### config.mk
export PLATFORM = sky130hd
export DESIGN_NAME = lc3b_cache_control
export DESIGN_NICKNAME = d
export VERILOG_FILES = /design/src/rtl/lc3b_cache_control.sv
export SDC_FILE = /design/constraint.sdc
export NUM_CORES = 1
export LEC_CHECK = 0
export CAP_MARGIN = 20
export CORE_AREA = 3 3 40 42
export CTS_BUF_LIST = sky130_fd_sc_hd__clkbuf_4 sky130_fd_sc_hd__clkbuf_8 sky130_fd_sc_hd__clkbuf_16
export DETAILED_ROUTE_END_ITERATION = 8
export DIE_AREA = 0 0 43 45
export HOLD_SLACK_MARGIN = 0.06
export PLACE_DENSITY = 0.74
export SYNTH_ARGS = -nofsm -noshare
export SYNTH_HDL_FRONTEND = slang
export SYNTH_SLANG_ARGS = --single-unit
### constraint.sdc
create_clock -name clk -period 1.35 [get_ports clk]
set_input_delay 0.27 -clock clk [delete_from_list [all_inputs] [get_ports clk]]
set_output_delay 0.27 -clock clk [all_outputs]
set_load 0.005 [all_outputs]
### src/rtl/lc3b_cache_control.sv
// LC-3b L1 cache controller: hit/miss decode, writeback and line-fill sequencing.
// Optional perf counters (hit/miss/writeback) enabled by CACHE_PERF_CNT_EN.
package lc3b_ctypes;

  typedef enum logic {
    inmux_cdata = 1'b0,
    inmux_pmem  = 1'b1
  } lc3b_cache_inmux_sel;

  typedef enum logic [1:0] {
    addrmux_mem_address = 2'd0,
    addrmux_0           = 2'd1,
    addrmux_tag0        = 2'd2,
    addrmux_tag1        = 2'd3
  } lc3b_caddrmux_sel;

endpackage

module lc3b_cache_control
  import lc3b_ctypes::*;
#(
  parameter int CNT_WIDTH = 16
) (
  input  logic                clk,
  input  logic                rst_n,
  input  logic                mem_read,
  input  logic                mem_write,
  output logic                mem_resp,
  input  logic                hit0,
  input  logic                hit1,
  input  logic                dirty0,
  input  logic                dirty1,
  input  logic                lru,
  output logic                pmem_read,
  output logic                pmem_write,
  input  logic                pmem_resp,
  output logic                load_data0,
  output logic                load_data1,
  output logic                load_tag0,
  output logic                load_tag1,
  output logic                load_valid0,
  output logic                load_valid1,
  output logic                load_dirty0,
  output logic                load_dirty1,
  output logic                dirty_in,
  output logic                load_lru,
  output logic                lru_in,
  output lc3b_cache_inmux_sel inmux_sel,
  output lc3b_caddrmux_sel    addrmux_sel
`ifdef CACHE_PERF_CNT_EN
  ,
  output logic [CNT_WIDTH-1:0] hit_count,
  output logic [CNT_WIDTH-1:0] miss_count,
  output logic [CNT_WIDTH-1:0] wb_count
`endif
);

  typedef enum logic [1:0] {
    IDLE,
    WRITEBACK,
    ALLOCATE
  } state_t;

  state_t state, state_n;
  logic   victim;
  logic   req, hit, hitway;
  logic   hit_ev, miss_ev, wb_ev;

  assign req     = mem_read | mem_write;
  assign hit     = hit0 | hit1;
  assign hitway  = ~hit0;
  assign hit_ev  = rst_n & (state == IDLE) & req & hit;
  assign miss_ev = rst_n & (state == IDLE) & req & ~hit;
  assign wb_ev   = rst_n & (state == WRITEBACK) & pmem_resp;

  always_ff @(posedge clk) begin
    if (!rst_n) begin
      state  <= IDLE;
      victim <= 1'b0;
    end else begin
      state <= state_n;
      if (miss_ev) victim <= lru;
    end
  end

  always_comb begin
    state_n     = state;
    mem_resp    = 1'b0;
    pmem_read   = 1'b0;
    pmem_write  = 1'b0;
    load_data0  = 1'b0;
    load_data1  = 1'b0;
    load_tag0   = 1'b0;
    load_tag1   = 1'b0;
    load_valid0 = 1'b0;
    load_valid1 = 1'b0;
    load_dirty0 = 1'b0;
    load_dirty1 = 1'b0;
    dirty_in    = 1'b0;
    load_lru    = 1'b0;
    lru_in      = 1'b0;
    inmux_sel   = inmux_cdata;
    addrmux_sel = addrmux_mem_address;
    // Held in reset: no array writes even if pmem_resp lands now
    if (rst_n) begin
      unique case (state)
        IDLE: begin
          if (req && hit) begin
            mem_resp = 1'b1;
            load_lru = 1'b1;
            lru_in   = ~hitway;
            if (mem_write) begin
              load_data0  = ~hitway;
              load_data1  = hitway;
              load_dirty0 = ~hitway;
              load_dirty1 = hitway;
              dirty_in    = 1'b1;
            end
          end else if (req) begin
            state_n = (lru ? dirty1 : dirty0) ? WRITEBACK : ALLOCATE;
          end
        end
        WRITEBACK: begin
          pmem_write  = 1'b1;
          addrmux_sel = victim ? addrmux_tag1 : addrmux_tag0;
          if (pmem_resp) state_n = ALLOCATE;
        end
        ALLOCATE: begin
          pmem_read   = 1'b1;
          addrmux_sel = addrmux_0;
          if (pmem_resp) begin
            inmux_sel   = inmux_pmem;
            load_data0  = ~victim;
            load_data1  = victim;
            load_tag0   = ~victim;
            load_tag1   = victim;
            load_valid0 = ~victim;
            load_valid1 = victim;
            load_dirty0 = ~victim;
            load_dirty1 = victim;
            state_n     = IDLE;
          end
        end
        default: state_n = IDLE;
      endcase
    end
  end

`ifdef CACHE_PERF_CNT_EN
  always_ff @(posedge clk) begin
    if (!rst_n) begin
      hit_count  <= '0;
      miss_count <= '0;
      wb_count   <= '0;
    end else begin
      if (hit_ev && hit_count != '1)
        hit_count <= hit_count + 1'b1;
      if (miss_ev && miss_count != '1)
        miss_count <= miss_count + 1'b1;
      if (wb_ev && wb_count != '1)
        wb_count <= wb_count + 1'b1;
    end
  end
`else
  logic unused_ev;
  assign unused_ev = hit_ev ^ wb_ev;
`endif

endmodule

==> metrics <==
outcome=finished, violations left; failing checks=negative setup slack; HP Start=hit0; Synth Warn #=0; Final Critical Period=1.614 ns; period utilisation layout=1.195; total grt overflow=0; Synth Area in Adders=0.1347; leakage=0.4286 nW; post-synthesis compound-gate area fraction=0.1987; Post-synth EDFFs=0; post-synthesis simple-gate area fraction=0.3064; clk_lat worst skew=0.23 ns; CP max stage delay=0.32 ns; Detailed Route WL=1382 um; Synth-to-Final Area Change=143.8%; Worst Hold Depth=3; max-cap viol count=0; Final TNS setup=-2.916 ns; hpwl dp=860.2 um; I/O pin cnt=27; Mapped Avg Cell Area=7.742 um^2; Mapped Nets=62; core area=1285 um^2; Fin Clk Skew=0.001494 ns; Crit path depth=7; main combinational cell family by area after synthesis=simple AND/OR/NAND/NOR gates; flops & latches, synth=3; FFs w/ async S/R, synth=0; worst r2r src=state[0]; final hold violations=0; DRC Markers=0; DP Area=713.2 um^2; Worst Setup EP=dirty_in; total die area=1935 um^2; Top FF cell, synth=dfxtp_1; CP Class=flip-flop to output port; Worst Hold Class=primary input to flip-flop; layer with the highest usage=met2; TritonCTS clock tree=yes; vias after detailed routing=493; routability congestion estimate=0.7630; arrival time worst endpoint=1.34 ns; Crit path max-delay family=simple AND/OR/NAND/NOR gates; first-pass GRT wire length=2214 um; met1 usage in global routing=0.1439; Buffers on Ports=26; CTS sink cnt=3; crit path max fanout=4; Fillers=103; M2 GR Usage=0.3114; CP required=1.08 ns; Worst-path clk slew=0.04 ns; hold slack=0.6309 ns; Setup Viol. Count Final=19; Synth area leaders=dfxtp_1 (16%), ha_1 (13%), buf_4 (10%), and2_1 (6.7%), mux2i_1 (5.4%); gr usage total=0.1513; fin util=0.7050; worst setup path start=state[0]; die height=45 um; post-synthesis sequential area ratio=0.1616; row cnt=13; Antenna Cells=0; hold_buf cts=0; synthesized cell area=371.6 um^2; overall power=1.225 mW; met3 usage in global routing=0.04781; Initial Utilization=0.2892; critical path cell sequence=inv_2, buf_6, ha_4, nand2_4, nor3_4, and2_4, buf_6; Reg2Reg Setup Slack=-0.25 ns; Detail Route Antenna Nets=0; Most common cell on crit path=buf_6; RSZ-0062 raised after global routing=yes; H-Tree Depth=1; 1st-iter DRT viols=2; Mapped Cells=48; share of layout cells above drive strength 1=0.7000; Pins Over Slew Limit=0; Yosys top cell by area=dfxtp_1; slowest stage cell, crit path=dfxtp_2; Yosys cell types=26; number of global-route vias before repair=495; largest net degree at the start of global routing=9; R2R depth=8; Synth top area share=0.1616; Final WS setup=-0.2637 ns; Root Buffer=clkbuf_4; Die Wd=43 um; vias per inst=4.695; Critical Path End Type=output port; post-synthesis mux area share=0.05387; XOR/XNOR Fraction of Synth Area=0; initial antenna violation count=0; fin nets=105; Slew @ Worst Pin=0.3829 ns; pwr dens=1352 nW/um^2; first-pass detailed-route iteration total=4; crit path launch type=flip-flop; Slew HR=0.7444; Bufs on Longest Clock Path=2; fmax=619.7 MHz; Peak VDD IR=0.8534 mV; wire per inst=13.16 um; R2R Path End=state[1]; clock buffer count from CTS=3; CP bufs+invs=3; Final Instance Area=905.9 um^2
## routing by layer
layer	wire, um	up-vias
li1	-	244
met1	530	234
met2	769	15
met3	82	0
met4	0	0
met5	0	-
## synthesized netlist by cell type, drive strengths merged (2+ instances only)
cell type,number
nand3,2
ha,4
nand2,3
inv,3
mux2i,2
nor2,6
buf,6
and2,5
dfxtp,3
## worst min path at each step
| stage | to |
|---|---|
| CTS | state[0] |
| global route | state[0] |
| finish | state[0] |
| floorplan | victim |
| detailed placement | victim |
| global placement | victim |
## timing repair
action                                 in CTS  in global routing
setup endpoints to repair                  19                 20
endpoints found under the hold margin       0                  0
buffers inserted                            5                  2
gates resized for setup                   104                 14
pin swaps                                  11                  5
## layout by cell type (no fill, tap or decap)
master,Yosys,routed
nand3_1,2,1
clkdlybuf4s50_1,0,5
inv_2,0,2
a21boi_1,0,1
dlygate4sd2_1,0,3
dlymetal6s2s_1,0,1
a21oi_2,0,1
dfxtp_2,0,1
o211ai_1,1,1
inv_4,0,1
ha_4,0,4
a21o_1,1,1
nor2_1,5,3
nand2_4,0,1
nor2b_1,1,1
clkbuf_2,0,2
buf_6,0,17
clkbuf_4,0,4
nand3_4,0,1
nor2_2,1,2
o41ai_2,1,1
o21ai_0,1,1
mux2i_1,2,2
nor2_4,0,1
nor3b_2,0,1
o311a_1,1,1
dfxtp_4,0,1
buf_2,1,6
buf_4,5,10
nand3b_1,1,1
nand2_1,3,2
o31a_1,1,1
nand4b_1,1,1
o22ai_4,0,1
nor3_4,0,1
and2_4,0,5
dfxtp_1,3,1
## report_power, final
group          total, mW  internal (mW)  switching, mW
clock network      0.174          0.131         0.0434
registers          0.155          0.121         0.0340
logic              0.896          0.534          0.362
## state kept, by name, indices dropped and copies added (netlist names)
| signal | count |
|---|---|
| state | 2 |
| victim | 1 |
## worst register-to-register path: stages (launching register included)
cell and delay [ns]:
dfxtp_2 0.33, inv_2 0.05, buf_6 0.11, ha_4 0.17, buf_4 0.13, buf_6 0.10
buf_6 0.10, a21o_1 0.14, o311a_1 0.33
## final cells by class
| type | instances | area [um^2] | area share |
|---|---|---|---|
| inverters | 3 | 13.76 | 0.01519 |
| clock buffers | 4 | 30.03 | 0.03315 |
| flip-flops and latches | 3 | 65.06 | 0.07182 |
| well taps | 15 | 18.77 | 0.02072 |
| repair buffers | 44 | 395.4 | 0.4365 |
| multi-input cells | 36 | 382.9 | 0.4227 |
## per-stage QoR
step	instances	setup WS (ns)
CTS	105	-0.2769
global placement	96	-0.6193
floorplan	48	-0.002227
finish	105	-0.2637
detailed placement	96	-0.6360
global route	105	-0.3155
## cells by family after synthesis
logic type / Yosys count
simple gates: 21
compound gates: 9
buf+inv: 9
fa+ha+maj: 4
flops: 3
mux: 2
Power figures use the tool's default switching activity.
